**config.mk**
```make
export PLATFORM = sky130hd
export DESIGN_NAME = uart_rx_fsm_flat
export DESIGN_NICKNAME = d
export VERILOG_FILES = /design/src/rtl/uart_rx_fsm_if.sv /design/src/rtl/uart_rx_fsm.sv /design/src/flat_wrapper.sv
export SDC_FILE = /design/constraint.sdc
export NUM_CORES = 1
export LEC_CHECK = 0
export BUFFER_PORTS_ARGS = -buffer_cell sky130_fd_sc_hd__buf_2
export CORE_UTILIZATION = 30
export DETAILED_ROUTE_END_ITERATION = 7
export PLACE_DENSITY = 0.49
export SLEW_MARGIN = 10
export SYNTH_ARGS = -nofsm -noshare
export SYNTH_HDL_FRONTEND = slang
export SYNTH_SLANG_ARGS = --single-unit
export TNS_END_PERCENT = 30
```
**constraint.sdc**
```tcl
create_clock -name clk -period 3.1 [get_ports clk]
set_clock_uncertainty 0.15 [all_clocks]
set_input_delay 0.775 -clock clk [delete_from_list [all_inputs] [get_ports clk]]
set_output_delay 0.775 -clock clk [all_outputs]
set_load 0.01 [all_outputs]
```
**src/rtl/uart_rx_fsm_if.sv**
```systemverilog
// -----------------------------------------------------------------------------
// uart_rx_fsm_if
//   Bundles the serial-side inputs and the received-word outputs of the UART
//   receiver so the core and its environment share one connection point.
//
//   Signals:
//     sample_tick  one-clk enable at OVERSAMPLE x baud
//     rx_in        raw serial line (asynchronous to clk, idles high)
//     rx_data      last received data word
//     rx_valid     one-clk pulse when rx_data / error flags are updated
//     parity_err   parity mismatch on the last frame
//     frame_err    stop bit sampled low on the last frame
//     rx_busy      frame in progress or line recovery in progress
//
//   Modports:
//     master  environment side (drives tick and line, observes results)
//     slave   receiver side
// -----------------------------------------------------------------------------
interface uart_rx_fsm_if #(
    parameter int DATA_BITS = 8
);
    logic                 sample_tick;
    logic                 rx_in;
    logic [DATA_BITS-1:0] rx_data;
    logic                 rx_valid;
    logic                 parity_err;
    logic                 frame_err;
    logic                 rx_busy;

    modport master (
        output sample_tick,
        output rx_in,
        input  rx_data,
        input  rx_valid,
        input  parity_err,
        input  frame_err,
        input  rx_busy
    );

    modport slave (
        input  sample_tick,
        input  rx_in,
        output rx_data,
        output rx_valid,
        output parity_err,
        output frame_err,
        output rx_busy
    );
endinterface

```
**src/rtl/uart_rx_fsm.sv**
```systemverilog
// -----------------------------------------------------------------------------
// uart_rx_fsm
//   UART receiver. Frame format: start bit (0), DATA_BITS data bits LSB first,
//   one parity bit, one stop bit (1). The line is oversampled by sample_tick
//   and every bit is sampled at its midpoint. Each frame produces a one-clk
//   rx_valid pulse together with the data word and parity/framing flags; the
//   word is delivered even when a flag is raised.
//
//   Ports:
//     clk   clock
//     rst   asynchronous, active-high reset
//     bus   uart_rx_fsm_if.slave (sample_tick, rx_in in; rx_data, rx_valid,
//           parity_err, frame_err, rx_busy out)
//
//   Parameters:
//     DATA_BITS   data bits per frame (5..8)
//     OVERSAMPLE  sample_tick pulses per bit period (even, >= 4)
//     PARITY_ODD  0 = even parity expected, 1 = odd parity expected
// -----------------------------------------------------------------------------
module uart_rx_fsm #(
    parameter int DATA_BITS  = 8,
    parameter int OVERSAMPLE = 16,
    parameter int PARITY_ODD = 0
) (
    input  logic             clk,
    input  logic             rst,
    uart_rx_fsm_if.slave     bus
);

    localparam int TW = $clog2(OVERSAMPLE);
    localparam int BW = $clog2(DATA_BITS + 1);

    localparam logic [TW-1:0] TICK_MID  = TW'(OVERSAMPLE / 2 - 1);
    localparam logic [TW-1:0] TICK_LAST = TW'(OVERSAMPLE - 1);
    localparam logic [BW-1:0] BIT_LAST  = BW'(DATA_BITS - 1);
    localparam logic          ODD_PAR   = (PARITY_ODD != 0);

    // Elaboration-time parameter sanity.
    if (DATA_BITS < 5 || DATA_BITS > 8) begin : g_bad_data_bits
        $error("uart_rx_fsm: DATA_BITS must be in 5..8");
    end
    if (OVERSAMPLE < 4 || (OVERSAMPLE % 2) != 0) begin : g_bad_oversample
        $error("uart_rx_fsm: OVERSAMPLE must be even and >= 4");
    end

    typedef enum logic [2:0] {
        S_IDLE,
        S_START,
        S_DATA,
        S_PARITY,
        S_STOP,
        S_RECOVER
    } state_t;

    // ------------------------------------------------------------------
    // State and datapath registers
    // ------------------------------------------------------------------
    logic [1:0]           sync_q,       sync_d;
    state_t               state_q,      state_d;
    logic [TW-1:0]        tick_cnt_q,   tick_cnt_d;
    logic [BW-1:0]        bit_cnt_q,    bit_cnt_d;
    logic [DATA_BITS-1:0] shift_q,      shift_d;
    logic                 par_bit_q,    par_bit_d;
    logic [DATA_BITS-1:0] rx_data_q,    rx_data_d;
    logic                 rx_valid_q,   rx_valid_d;
    logic                 parity_err_q, parity_err_d;
    logic                 frame_err_q,  frame_err_d;
    logic                 rx_busy_q,    rx_busy_d;

    // Synchronised line: second stage of the two-flop synchroniser.
    logic rx_s;
    assign rx_s = sync_q[1];

    always_ff @(posedge clk or posedge rst) begin
        if (rst) begin
            // Synchroniser resets to the idle line level so no false start
            // is seen on reset release.
            sync_q       <= 2'b11;
            state_q      <= S_IDLE;
            tick_cnt_q   <= '0;
            bit_cnt_q    <= '0;
            shift_q      <= '0;
            par_bit_q    <= 1'b0;
            rx_data_q    <= '0;
            rx_valid_q   <= 1'b0;
            parity_err_q <= 1'b0;
            frame_err_q  <= 1'b0;
            rx_busy_q    <= 1'b0;
        end else begin
            sync_q       <= sync_d;
            state_q      <= state_d;
            tick_cnt_q   <= tick_cnt_d;
            bit_cnt_q    <= bit_cnt_d;
            shift_q      <= shift_d;
            par_bit_q    <= par_bit_d;
            rx_data_q    <= rx_data_d;
            rx_valid_q   <= rx_valid_d;
            parity_err_q <= parity_err_d;
            frame_err_q  <= frame_err_d;
            rx_busy_q    <= rx_busy_d;
        end
    end

    // ------------------------------------------------------------------
    // Next-state and output logic
    // ------------------------------------------------------------------
    always_comb begin
        sync_d       = {sync_q[0], bus.rx_in};
        state_d      = state_q;
        tick_cnt_d   = tick_cnt_q;
        bit_cnt_d    = bit_cnt_q;
        shift_d      = shift_q;
        par_bit_d    = par_bit_q;
        rx_data_d    = rx_data_q;
        rx_valid_d   = 1'b0;
        parity_err_d = parity_err_q;
        frame_err_d  = frame_err_q;

        // Everything below only moves on a tick; without one the whole
        // receiver simply holds.
        if (bus.sample_tick) begin
            unique case (state_q)
                S_IDLE: begin
                    if (!rx_s) begin
                        state_d    = S_START;
                        tick_cnt_d = '0;
                    end
                end

                S_START: begin
                    if (tick_cnt_q == TICK_MID) begin
                        // Mid start bit: a line back high here was only a
                        // glitch, so drop it without producing anything.
                        tick_cnt_d = '0;
                        if (!rx_s) begin
                            state_d   = S_DATA;
                            bit_cnt_d = '0;
                        end else begin
                            state_d   = S_IDLE;
                        end
                    end else begin
                        tick_cnt_d = tick_cnt_q + 1'b1;
                    end
                end

                S_DATA: begin
                    if (tick_cnt_q == TICK_LAST) begin
                        // LSB arrives first, so shifting right with the new
                        // bit at the MSB leaves bit 0 in place after the
                        // last sample.
                        shift_d    = {rx_s, shift_q[DATA_BITS-1:1]};
                        bit_cnt_d  = bit_cnt_q + 1'b1;
                        tick_cnt_d = '0;
                        if (bit_cnt_q == BIT_LAST) begin
                            state_d = S_PARITY;
                        end
                    end else begin
                        tick_cnt_d = tick_cnt_q + 1'b1;
                    end
                end

                S_PARITY: begin
                    if (tick_cnt_q == TICK_LAST) begin
                        par_bit_d  = rx_s;
                        tick_cnt_d = '0;
                        state_d    = S_STOP;
                    end else begin
                        tick_cnt_d = tick_cnt_q + 1'b1;
                    end
                end

                S_STOP: begin
                    if (tick_cnt_q == TICK_LAST) begin
                        // Frame complete at mid stop bit; leaving here
                        // leaves half a bit to catch a back-to-back start.
                        rx_data_d    = shift_q;
                        parity_err_d = ((^shift_q) ^ par_bit_q) != ODD_PAR;
                        frame_err_d  = ~rx_s;
                        rx_valid_d   = 1'b1;
                        tick_cnt_d   = '0;
                        state_d      = rx_s ? S_IDLE : S_RECOVER;
                    end else begin
                        tick_cnt_d = tick_cnt_q + 1'b1;
                    end
                end

                S_RECOVER: begin
                    // A held-low line (break) must return high before a new
                    // start bit can be recognised.
                    if (rx_s) begin
                        state_d = S_IDLE;
                    end
                end

                default: begin
                    state_d    = S_IDLE;
                    tick_cnt_d = '0;
                    bit_cnt_d  = '0;
                end
            endcase
        end

        // Registered from the next state so rx_busy drops on the same clk
        // that rx_valid rises when a good frame ends.
        rx_busy_d = (state_d != S_IDLE);
    end

    assign bus.rx_data    = rx_data_q;
    assign bus.rx_valid   = rx_valid_q;
    assign bus.parity_err = parity_err_q;
    assign bus.frame_err  = frame_err_q;
    assign bus.rx_busy    = rx_busy_q;

endmodule

```
**src/flat_wrapper.sv**
```systemverilog
// flat-port wrapper written by rule: the top's interface ports become plain ports
module uart_rx_fsm_flat 
#(
    parameter int DATA_BITS  = 8,
    parameter int OVERSAMPLE = 16,
    parameter int PARITY_ODD = 0
)
  (clk, rst, bus_sample_tick, bus_rx_in, bus_rx_data, bus_rx_valid, bus_parity_err, bus_frame_err, bus_rx_busy);
  uart_rx_fsm_if #(.DATA_BITS(DATA_BITS)) bus_i ();
  input  logic clk;
  input  logic rst;
  input wire logic [$bits(bus_i.sample_tick)-1:0] bus_sample_tick;
  input wire logic [$bits(bus_i.rx_in)-1:0] bus_rx_in;
  output wire logic [$bits(bus_i.rx_data)-1:0] bus_rx_data;
  output wire logic [$bits(bus_i.rx_valid)-1:0] bus_rx_valid;
  output wire logic [$bits(bus_i.parity_err)-1:0] bus_parity_err;
  output wire logic [$bits(bus_i.frame_err)-1:0] bus_frame_err;
  output wire logic [$bits(bus_i.rx_busy)-1:0] bus_rx_busy;
  assign bus_i.sample_tick = bus_sample_tick;
  assign bus_i.rx_in = bus_rx_in;
  assign bus_rx_data = bus_i.rx_data;
  assign bus_rx_valid = bus_i.rx_valid;
  assign bus_parity_err = bus_i.parity_err;
  assign bus_frame_err = bus_i.frame_err;
  assign bus_rx_busy = bus_i.rx_busy;
  uart_rx_fsm #(.DATA_BITS(DATA_BITS), .OVERSAMPLE(OVERSAMPLE), .PARITY_ODD(PARITY_ODD)) u_core (.clk(clk), .rst(rst), .bus(bus_i));
endmodule
```
* Yosys cells after proc, flatten, opt, wreduce, memory -nomap -nowiden
Cells that the tools add are included.
Storage, ports and cells: register bits 34, bits in latches 0, RAM bits 0, bits in read-only memories 0, input bits 4, output and inout bits 12, word-level logic and storage cells 60, memories kept 0
Operators by class: add/sub/neg operators 2, multiply operators 0, divide/modulo/power cells 0, order comparisons 0, eq/ne operators 12, shifts and indexed selects 0, mux-type cells 21, bitwise gates (word level) 4, reduce and logical (&&, ||, !) cells 10
Operators by type and width (number):
- 2-to-1 mux 3 bit | 9
- 2-to-1 mux 4 bit | 5
- case mux 3 bit (6 select lines) | 1
- case mux 4 bit (4 select lines) | 1
- case mux 4 bit (3 select lines) | 1
- AND reduction 3 bit | 4
- adder 4 x 1 -> 4 bit, second input constant | 2
- == test 4 x 3 -> 1 bit, second input constant | 2
- XOR reduction 8 bit | 1
- == test 3 x 2 -> 1 bit, second input constant | 2
- == test 3 bit, second input constant | 2
- AND reduction 5 bit | 1
- == test 4 bit, second input constant | 1
- inequality test 2 x 1 -> 1 bit, second input constant | 2
- inequality test 2 bit, second input constant | 2
- OR reduction 4 bit | 1
- == test 3 x 1 -> 1 bit, second input constant | 1
- logical NOT 3 bit | 1
- 2-to-1 mux 1 bit | 3
- inverter 1 bit | 3
- nonzero test 3 bit | 1
- OR reduction 3 bit | 1
- 2-to-1 mux 2 bit | 1
- XOR 1 bit | 1

* Logic depth before layout (Yosys ltp)
Gate-level depths: netlist of run 1.
word-level depth 6, mapped depth 7

* Least setup slack after synthesis of run 1
OpenSTA, ideal clock, no wires.
path type in2reg, from input port bus_sample_tick, to register u_core.par_bit_q, data arrival time 1.703 ns, data required time 2.825 ns, path slack 1.123 ns, stages on the path 4, path buffers 1, cell sequence buf_2 -> inv_1 -> nor4_1 -> mux2_2
Between the ends: cells in the longest elaborated chain, start to end 1
Ends and longest elaborated chain:
- start: declaration | line flat_wrapper.sv:12 | input wire logic [$bits(bus_i.sample_tick)-1:0] bus_sample_tick;
- AND reduction 3 bit (no line)
- end signal: assignment | line uart_rx_fsm.sv:95 | par_bit_q <= par_bit_d;
- end: declaration | line uart_rx_fsm.sv:63 | logic par_bit_q, par_bit_d;
No other way between the ends. A chain may end at the register's enable or synchronous reset.

* Final worst setup path of run 1
from register u_core.tick_cnt_q[0], to register u_core.shift_q[0]
Between the ends: cells in the longest elaborated chain, start to end 2
Ends and longest elaborated chain:
- start: declaration | line uart_rx_fsm.sv:60 | logic [TW-1:0] tick_cnt_q, tick_cnt_d;
- start signal: assignment | line uart_rx_fsm.sv:92 | tick_cnt_q <= tick_cnt_d;
- == test 4 bit | line uart_rx_fsm.sv:147 | if (tick_cnt_q == TICK_LAST) begin
- AND reduction 3 bit (no line)
- end signal: assignment | line uart_rx_fsm.sv:94 | shift_q <= shift_d;
- end: declaration | line uart_rx_fsm.sv:62 | logic [DATA_BITS-1:0] shift_q, shift_d;
No other way between the ends.

==> impl_metrics.env, run 1 <==
export IMPL_vias=1115
export IMPL_ys_seq_elements=34
export IMPL_power_w=0.00113
export IMPL_ir_worst_vdd_mv=0.234
export IMPL_clockBufferDepth=2
export IMPL_cp_arrival_ns=2.13
export IMPL_synth_top_family_by_area="simple AND/OR/NAND/NOR gates"
export IMPL_crit_path_cell_trace="ha_1 > and3_4 > and3_1 > mux2_2"
export IMPL_syn_nets=146
export IMPL_hp_class="reg2reg"
export IMPL_drv_slew=0
export IMPL_die_area_um2=5930
export IMPL_slew_headroom_pct=67.0
export IMPL_htreeDepth=2
export IMPL_layout_cells_most_common="dfrtp_1"
export IMPL_fmax_mhz=474
export IMPL_crit_slowest_cell="and3_1"
export IMPL_grt_ovfl_total=0
export IMPL_fin_cells=225
export IMPL_seq_area_frac_synth_pct=50.6
export IMPL_r2r_start="u_core.tick_cnt_q[0]$_DFFE_PP0P_"
export IMPL_vias_per_cell=4.96
export IMPL_synth_cell_types=44
export IMPL_rows=26
export IMPL_die_w_um=77.0
export IMPL_grt_pass1_vias=1097
export IMPL_power_internal_w=0.000819
export IMPL_wl_per_cell_um=13.1
export IMPL_portBuffers=15
export IMPL_rr_worst_depth=4
export IMPL_finalWirelength_mm=2.94
export IMPL_synth_edff_count=0
export IMPL_layout_nets=160
export IMPL_drt_iter0_drc=61
export IMPL_start_util_pct=32.0
export IMPL_r2r_slack_ns=0.99
export IMPL_core_area_um2=5270
export IMPL_sw_frac_of_total_pct=27.3
export IMPL_cts_resized=0
export IMPL_power_switching_w=0.000307
export IMPL_finalHoldViolations=0
export IMPL_yosysTopAreaCell="dfrtp_1"
export IMPL_synthMuxAreaShare_pct=12.9
export IMPL_yosys_most_used_dff="dfrtp_1"
export IMPL_crit_path_end_kind="flop"
export IMPL_post_route_cell_area_um2=1910
export IMPL_grt_total_usage_pct=11.2
export IMPL_drc=0
export IMPL_slowest_delay_ns=0.47
export IMPL_synth_simple_area_share_pct=14.2
export IMPL_post_route_util_pct=36.3
export IMPL_diodes=0
export IMPL_ant_nets=0
export IMPL_hold_start="u_core.sync_q[0]$_DFF_PP1_"
export IMPL_cts_buffers=5
export IMPL_drive_gt1_share_pct=32.3
export IMPL_fin_crit_ns=2.11
export IMPL_crit_fanout=12
export IMPL_grt_pass1_wl_mm=5.26
export IMPL_finalCritPeriodShare_pct=68.1
export IMPL_cts_hold_buf=0
export IMPL_async_flop_share_pct=100
export IMPL_cts_setup_buffers=0
export IMPL_post_dp_cell_area_um2=1800
export IMPL_rr_endpoint="u_core.shift_q[0]$_DFFE_PP0P_"
export IMPL_syn_area_per_cell_um2=12.1
export IMPL_areaGrowthSynthToFinish_pct=13.3
export IMPL_die_h_um=77.0
export IMPL_synth_compound_area_share_pct=10.2
export IMPL_cp_required_ns=3.11
export IMPL_gp_congestion=0.774
export IMPL_worstSkewPairLatency_ns=0.28
export IMPL_worst_pin_slew_ns=0.495
export IMPL_synth_top_area_share_pct=47.4
export IMPL_final_cell_mix="32 x dfrtp_1, 18 x mux2_2, 15 x buf_2, 7 x xnor2_1"
export IMPL_place_inst=217
export IMPL_synthCells=140
export IMPL_cts_sinks=34
export IMPL_setup_violations=0
export IMPL_netlist_area_um2=1690
export IMPL_synthXorXnorAreaFrac_pct=5.56
export IMPL_min_to="u_core.sync_q[1]$_DFF_PP1_"
export IMPL_clkPwrFrac_pct=37.1
export IMPL_grt_max_degree=35
export IMPL_p_per_area_nw_per_um2=589
export IMPL_ys_warn_count=0
export IMPL_status="complete, no violations"
export IMPL_power_frac_seq_pct=48.0
export IMPL_leakagePower_nw=0.943
export IMPL_first_pass_iters=3
export IMPL_place_hpwl_mm=2.00
export IMPL_io_pins=16
export IMPL_drv_cap=0
export IMPL_grt_antenna_before_repair=0
export IMPL_synth_fa_ha_area_share_pct=1.48
export IMPL_comb_power_share_pct=14.9
export IMPL_critPathKind="reg2reg"
export IMPL_rsz0062_at_grt="false"
export IMPL_cts_root_buffer="clkbuf_8"
export IMPL_path_clk_slew_ns=0.07
export IMPL_synth_area_leaders="dfrtp_1 47%, mux2_2 12%, xnor2_1 3.6%"
export IMPL_start_kind="flop"
export IMPL_fin_tns_setup_ns=0
export IMPL_whs_path_depth=0
export IMPL_cts_tree="done"
## how the worst max path moves through the flow
| stage | slack [ns] | start | cells after the start | endpoint |
|---|---|---|---|---|
| 4_1_cts | 0.97 | u_core.tick_cnt_q[0]$_DFFE_PP0P_ | 4 | u_core.shift_q[0]$_DFFE_PP0P_ |
| 6_report | 0.99 | u_core.tick_cnt_q[0]$_DFFE_PP0P_ | 4 | u_core.shift_q[0]$_DFFE_PP0P_ |
| 2_1_floorplan | 1.12 | bus_sample_tick | 4 | u_core.par_bit_q$_DFFE_PP0P_ |
| 3_5_place_dp | 0.88 | bus_sample_tick | 4 | u_core.par_bit_q$_DFFE_PP0P_ |
| 5_1_grt | 0.84 | u_core.tick_cnt_q[0]$_DFFE_PP0P_ | 4 | u_core.shift_q[3]$_DFFE_PP0P_ |
| 3_3_place_gp | 0.99 | bus_sample_tick | 3 | u_core.shift_q[0]$_DFFE_PP0P_ |
## critical path, delay by kind of cell, from the launching register on
family	cells	cell delay [ns]
fa+ha+maj	1	0.34
flops	1	0.39
mux	1	0.39
simple gates	2	0.72
## sequential cells by signal, indices dropped and copies added (netlist names)
signal / cells
u_core.bus.rx_data: 8
u_core.shift_q: 8
u_core.bit_cnt_q: 4
u_core.tick_cnt_q: 4
u_core.state_q: 3
u_core.sync_q: 2
u_core.bus.frame_err: 1
u_core.bus.parity_err: 1
u_core.bus.rx_busy: 1
u_core.bus.rx_valid: 1
u_core.par_bit_q: 1
## final cells by class
class                   count  area [µm²]
clock buffers               7        86.3
clock inverters             1        30.0
fillers                   538        3360
inverters                   6        22.5
multi-input cells          91         749
flip-flops and latches     34         853
well taps                  70        87.6
repair buffers             16        82.6
## stage by stage
step           hold WS, ns  setup WS (ns)
2_1_floorplan        0.195           1.12
3_3_place_gp         0.197          0.992
3_5_place_dp         0.197          0.880
4_1_cts              0.207          0.971
5_1_grt              0.214          0.844
6_report             0.206          0.989
## cells by family (layout without fill, tap and decap cells)
kind of cell / Yosys count / in the layout
flops: 34 / 34
simple gates: 36 / 36
mux: 19 / 19
compound gates: 25 / 25
buf+inv: 15 / 30
fa+ha+maj: 2 / 2
xor+xnor: 9 / 9
## power groups by stage
stage	Combinational, W	Sequential (W)	Clock (W)
3_5_place_dp	0.000166	0.000547	0
6_report	0.000168	0.000540	0.000418
5_1_grt	0.000187	0.000549	0.000451
3_3_place_gp	0.000162	0.000548	0
2_1_floorplan	0.000175	0.000509	0
4_1_cts	0.000170	0.000539	0.000430
## synthesized netlist by cell type, types with 3 or more instances
cell	n
buf_2	5
and3_1	3
nand2_1	3
a31oi_1	3
mux2_2	18
xnor2_1	7
dfrtp_1	32
nand2b_1	3
and3b_1	3
inv_1	6
nor2_1	4
o21ai_0	5
a21oi_1	4
nand3_1	4
## per-layer routing
metal  wire length [µm]  track usage, %  part of all wire (%)
met3                131            4.88                   4.5
met2               1390            17.1                    47
met1               1410            14.8                    48
met4                 10            2.26                  0.34
met5                  0               0                     0
Note: power is estimated with default switching activity, not from simulation.
==> run 2: changes to the inputs <==
Settings changed: ABC_AREA from default to 1.
Clock period 3.1 ns to 2.1 ns, I/O delays scaled along.
==> impl_metrics.env, run 2 <==
export IMPL_regArea_um2=853
export IMPL_setup_violations=0
export IMPL_hold_worst_slack_ns=0.161
export IMPL_synth_edff_count=0
export IMPL_wl_per_cell_um=10.5
export IMPL_crit_path_end_kind="flop"
export IMPL_synthXorXnorAreaFrac_pct=2.09
export IMPL_ys_seq_elements=34
export IMPL_htreeDepth=2
export IMPL_synth_area_leaders="dfrtp_1 48%, nand2_1 16%, o21ai_0 6.9%"
export IMPL_syn_nets=217
export IMPL_cts_buffers=5
export IMPL_fmax_mhz=600
export IMPL_portBuffers=15
export IMPL_power_switching_w=0.000571
export IMPL_synth_compound_area_share_pct=10.7
export IMPL_synthMuxAreaShare_pct=0
export IMPL_fin_crit_ns=1.67
export IMPL_cp_arrival_ns=1.68
export IMPL_grt_pass1_wl_mm=5.85
export IMPL_gp_congestion=0.810
export IMPL_clockBufferDepth=2
export IMPL_grt_ovfl_total=0
export IMPL_finalCritPeriodShare_pct=79.3
export IMPL_place_inst=295
export IMPL_cts_tree="done"
export IMPL_dr_wl_met3_um=112
export IMPL_leakagePower_nw=0.994
export IMPL_die_area_um2=5900
export IMPL_start_util_pct=32.1
export IMPL_power_internal_w=0.00120
export IMPL_multi_input_area_um2=722
export IMPL_areaGrowthSynthToFinish_pct=16.5
export IMPL_r2r_slack_ns=0.43
export IMPL_drv_cap=0
export IMPL_drt_iter0_drc=42
export IMPL_first_pass_iters=4
export IMPL_fin_cells=303
export IMPL_cts_setup_buffers=0
export IMPL_ant_nets=0
export IMPL_grt_pass1_vias=1357
export IMPL_fill_cells=559
export IMPL_post_route_cell_area_um2=1960
export IMPL_power_frac_seq_pct=44.6
export IMPL_path_clk_slew_ns=0.08
export IMPL_layout_cells_most_common="nand2_1"
export IMPL_synth_top_area_share_pct=47.7
export IMPL_slew_headroom_pct=71.1
export IMPL_drc=0
export IMPL_syn_area_per_cell_um2=7.96
export IMPL_wl_met1_mm=1.56
export IMPL_critPathKind="reg2reg"
export IMPL_hp_class="in2async"
export IMPL_cp_required_ns=2.12
export IMPL_ys_warn_count=0
export IMPL_status="complete, no violations"
export IMPL_p_per_area_nw_per_um2=905
export IMPL_fin_tns_setup_ns=0
export IMPL_worst_pin_slew_ns=0.433
export IMPL_post_dp_cell_area_um2=1840
export IMPL_die_w_um=76.8
export IMPL_yosys_most_used_dff="dfrtp_1"
export IMPL_io_pins=16
export IMPL_grt_max_degree=35
export IMPL_ir_worst_vdd_mv=0.529
export IMPL_cts_hold_buf=0
export IMPL_crit_fanout=7
export IMPL_clkPwrFrac_pct=34.7
export IMPL_synthCells=211
export IMPL_rsz0062_at_grt="false"
export IMPL_synth_simple_area_share_pct=28.8
export IMPL_yosysTopAreaCell="dfrtp_1"
export IMPL_cts_resized=0
export IMPL_die_h_um=76.8
export IMPL_finalHoldViolations=0
export IMPL_finalWirelength_mm=3.17
export IMPL_sw_frac_of_total_pct=32.2
export IMPL_final_cell_mix="72 x nand2_1, 32 x dfrtp_1, 23 x o21ai_0, 22 x inv_1, 17 x nand3_1"
export IMPL_ys_top_cells_by_count="72 x nand2_1, 32 x dfrtp_1, 23 x o21ai_0"
export IMPL_cts_sinks=34
export IMPL_comb_power_share_pct=20.7
export IMPL_vias=1363
export IMPL_synth_top_family_by_area="simple AND/OR/NAND/NOR gates"
export IMPL_drive_gt1_share_pct=15.9
export IMPL_place_hpwl_mm=2.24
export IMPL_diodes=0
export IMPL_start_kind="flop"
export IMPL_async_flop_share_pct=100
export IMPL_yosysMostFrequentCell="nand2_1"
export IMPL_highest_layer="met4"
export IMPL_worstSkewPairLatency_ns=0.29
export IMPL_rr_worst_depth=8
export IMPL_synth_fa_ha_area_share_pct=1.49
export IMPL_vias_per_cell=4.50
export IMPL_grt_antenna_before_repair=0
export IMPL_wl_met2_mm=1.45
export IMPL_layout_nets=238
export IMPL_core_area_um2=5240
export IMPL_grt_total_usage_pct=12.4
export IMPL_post_route_util_pct=37.4
export IMPL_rows=26
export IMPL_drv_slew=0
export IMPL_netlist_area_um2=1680
export IMPL_seq_area_frac_synth_pct=50.8
export IMPL_synth_cell_types=27
export IMPL_cts_root_buffer="clkbuf_8"
[run 2: cell count changes after synthesis, sizes merged, moves of 4 or more]
cell | before | now
xnor2 | 7 | 0
nand2 | 3 | 73
inv | 6 | 24
o21ai | 6 | 27
or2 | 0 | 4
buf | 9 | 2
mux2 | 19 | 0
nand3 | 4 | 18
and3 | 4 | 0
nor2 | 4 | 14
[run 2: cell type report]
type / count / area share [%]
inverters: 24 / 4.60
flip-flops and latches: 34 / 43.6
multi-input cells: 150 / 36.9
well taps: 70 / 4.48
repair buffers: 17 / 4.60
clock inverters: 3 / 2.30
clock buffers: 5 / 3.52
[run 2: metrics by stage]
step | worst slack [ns] | total power, W
global route | 0.223 | 0.00191
finish | 0.434 | 0.00177
floorplan | 0.571 | 0.00108
global placement | 0.422 | 0.00118
detailed placement | 0.423 | 0.00117
CTS | 0.422 | 0.00180
[run 2: power groups by stage]
| stage | Combinational, W | Sequential, W | Clock [W] |
|---|---|---|---|
| finish | 0.000367 | 0.000790 | 0.000614 |
| detailed placement | 0.000370 | 0.000800 | 0 |
| global placement | 0.000378 | 0.000803 | 0 |
| CTS | 0.000371 | 0.000788 | 0.000636 |
| global route | 0.000445 | 0.000802 | 0.000662 |
| floorplan | 0.000288 | 0.000792 | 0 |
[run 2: cells by family (layout without fill, tap and decap cells)]
family | after synthesis | in the layout
AOI/OAI and AO/OA | 33 | 33
buffers and inverters | 27 | 49
xor gates and xnor gates | 4 | 4
DFF | 34 | 34
and+or+nand+nor | 111 | 111
adders and majority gates | 2 | 2
[run 2: routing by layer]
| layer | track usage [%] | vias to the layer above |
|---|---|---|
| met4 | 4.81 | 0 |
| li1 | - | 712 |
| met5 | 0 | - |
| met2 | 20.0 | 22 |
| met1 | 15.5 | 622 |
| met3 | 3.69 | 7 |
[run 2: path summary, 6_finish.rpt]
path	from	endpoint
worst max-delay path	u_core.state_q[1]$_DFF_PP0_	u_core.bit_cnt_q[2]$_DFFE_PP0P_
worst min-delay path	rst	u_core.shift_q[4]$_DFFE_PP0P_
worst max register to register	u_core.state_q[1]$_DFF_PP0_	u_core.bit_cnt_q[2]$_DFFE_PP0P_
worst min register to register	u_core.sync_q[0]$_DFF_PP1_	u_core.sync_q[1]$_DFF_PP1_
max in group asynchronous	rst	u_core.sync_q[0]$_DFF_PP1_
min in group clk	bus_rx_in	u_core.sync_q[0]$_DFF_PP1_
[run 2: worst max-delay path, stage by stage (launching register included)]
cell and delay, ns:
dfrtp_1 0.45, inv_1 0.12, nand2_1 0.07, nor2_1 0.19, nand3_1 0.16, nand2_1 0.10, o211ai_2 0.14, nand2_1 0.08
o21ai_0 0.07
==> run 3: changes to the inputs <==
Clock period 2.1 ns to 1.55 ns, I/O delays scaled along.
==> impl_metrics.env, run 3 (synthesis gave the netlist of run 2 again) <==
export IMPL_status="finished, violations left"
export IMPL_violations="negative setup slack"
export IMPL_fin_crit_ns=1.58
export IMPL_wl_per_cell_um=10.5
export IMPL_fin_ws_ns=-0.0287
export IMPL_drt_iter0_drc=47
export IMPL_fill_cells=532
export IMPL_critPathKind="reg2reg"
export IMPL_drv_slew=0
export IMPL_fmax_mhz=633
export IMPL_worstSkewPairLatency_ns=0.29
export IMPL_crit_path_end_kind="flop"
export IMPL_areaGrowthSynthToFinish_pct=30.6
export IMPL_cts_sinks=34
export IMPL_cts_tree="done"
export IMPL_crit_slowest_cell="dfrtp_1"
export IMPL_slowest_delay_ns=0.41
export IMPL_cp_arrival_ns=1.60
export IMPL_rows=26
export IMPL_finalHoldViolations=0
export IMPL_ir_worst_vdd_mv=0.770
export IMPL_place_hpwl_mm=2.39
export IMPL_layout_nets=256
export IMPL_vias=1439
export IMPL_fin_cells=320
export IMPL_htreeDepth=2
export IMPL_portBuffers=15
export IMPL_drc=0
export IMPL_post_route_util_pct=41.9
export IMPL_slew_headroom_pct=81.9
export IMPL_die_area_um2=5900
export IMPL_layout_cells_most_common="nand2_1"
export IMPL_die_w_um=76.8
export IMPL_cts_buffers=5
export IMPL_p_per_area_nw_per_um2=1240
export IMPL_diodes=0
export IMPL_grt_total_usage_pct=12.8
export IMPL_critical_path_top_delay_family="simple AND/OR/NAND/NOR gates"
export IMPL_worst_pin_slew_ns=0.270
export IMPL_grt_pass1_wl_mm=5.87
export IMPL_gp_congestion=0.829
export IMPL_io_pins=16
export IMPL_path_clk_slew_ns=0.07
export IMPL_grt_pass1_vias=1318
export IMPL_ant_nets=0
export IMPL_drv_cap=0
export IMPL_vias_per_cell=4.50
export IMPL_grt_max_degree=35
export IMPL_cp_required_ns=1.57
export IMPL_rsz0062_at_grt="true"
export IMPL_place_inst=311
export IMPL_clockBufferDepth=2
export IMPL_finalCritPeriodShare_pct=102
export IMPL_cts_root_buffer="clkbuf_8"
export IMPL_start_util_pct=32.1
export IMPL_hp_class="in2reg"
export IMPL_worst_path_buf_inv=1
export IMPL_start_kind="flop"
export IMPL_final_cell_mix="64 x nand2_1, 31 x dfrtp_1, 19 x inv_1, 16 x o21ai_0"
export IMPL_crit_path_frequent_cell="nand2_2"
export IMPL_crit_path_cell_trace="ha_4 > buf_6 > nand2_2 > nor2_2 > nand3_2 > nand2_2 > o211ai_4 > nand2_2 > o21ai_2"
export IMPL_grt_antenna_before_repair=0
export IMPL_power_w=0.00271
export IMPL_crit_fanout=7
export IMPL_drive_gt1_share_pct=29.2
export IMPL_setup_violations=4
export IMPL_finalWirelength_mm=3.38
export IMPL_grt_ovfl_total=0
export IMPL_first_pass_iters=4
export IMPL_die_h_um=76.8
export IMPL_core_area_um2=5240
export IMPL_leakagePower_nw=1.10
-- run 3: per-stage QoR --
step	TNS, ns	hold WS, ns	instance area [µm²]	setup WS [ns]
2_1_floorplan	0	0.195	1680	0.0207
3_3_place_gp	-0.690	0.204	1980	-0.0927
3_5_place_dp	-0.709	0.200	1980	-0.119
4_1_cts	-0.00659	0.0351	2130	-0.00659
5_1_grt	-1.69	0.0348	2190	-0.123
6_report	-0.0834	0.0474	2190	-0.0287
-- run 3: area by class of cell --
cell class	instances	area, µm²	share of cell area [%]
inverters	24	92.6	4.22
flip-flops and latches	34	855	39.0
clock inverters	1	30.0	1.37
clock buffers	6	82.6	3.76
well taps	70	87.6	3.99
multi-input cells	150	795	36.2
repair buffers	35	251	11.5
-- run 3: worst paths after layout --
kind,startpoint,endpoint,slack [ns],depth (start not counted)
max,u_core.tick_cnt_q[1]$_DFFE_PP0P_,u_core.bit_cnt_q[0]$_DFFE_PP0P_,-0.03,9
min,bus_rx_in,u_core.sync_q[0]$_DFF_PP1_,0.05,1
max reg2reg,u_core.tick_cnt_q[1]$_DFFE_PP0P_,u_core.bit_cnt_q[0]$_DFFE_PP0P_,-0.03,9
min reg2reg,u_core.sync_q[0]$_DFF_PP1_,u_core.sync_q[1]$_DFF_PP1_,0.21,0
max in group asynchronous,rst,u_core.sync_q[1]$_DFF_PP1_,0.47,4
min in group asynchronous,rst,u_core.bus.frame_err$_DFFE_PP0P_,0.53,4
-- run 3: repair_timing --
item	in CTS	in global routing
resized for setup	6	29
pin swaps	0	10
gates cloned	0	0
endpoints found under the setup margin	16	27
buffers inserted	0	1
hold buffers	1	0
hold endpoints to repair	32	0
-- run 3: report_power, final --
| part | total (W) | leakage, nW | internal, W | switching (W) |
|---|---|---|---|---|
| Clock | 0.000849 | 0.0573 | 0.000515 | 0.000334 |
| Sequential | 0.00106 | 0.457 | 0.000974 | 0.0000815 |
| Combinational | 0.000810 | 0.589 | 0.000364 | 0.000446 |
-- run 3: layer usage --
layer | global-route usage, % | wire length (µm) | up-vias
met2 | 20.0 | 1560 | 30
li1 | - | - | 749
met3 | 3.57 | 136 | 9
met1 | 16.3 | 1620 | 651
met4 | 5.77 | 61 | 0
met5 | 0 | 0 | -
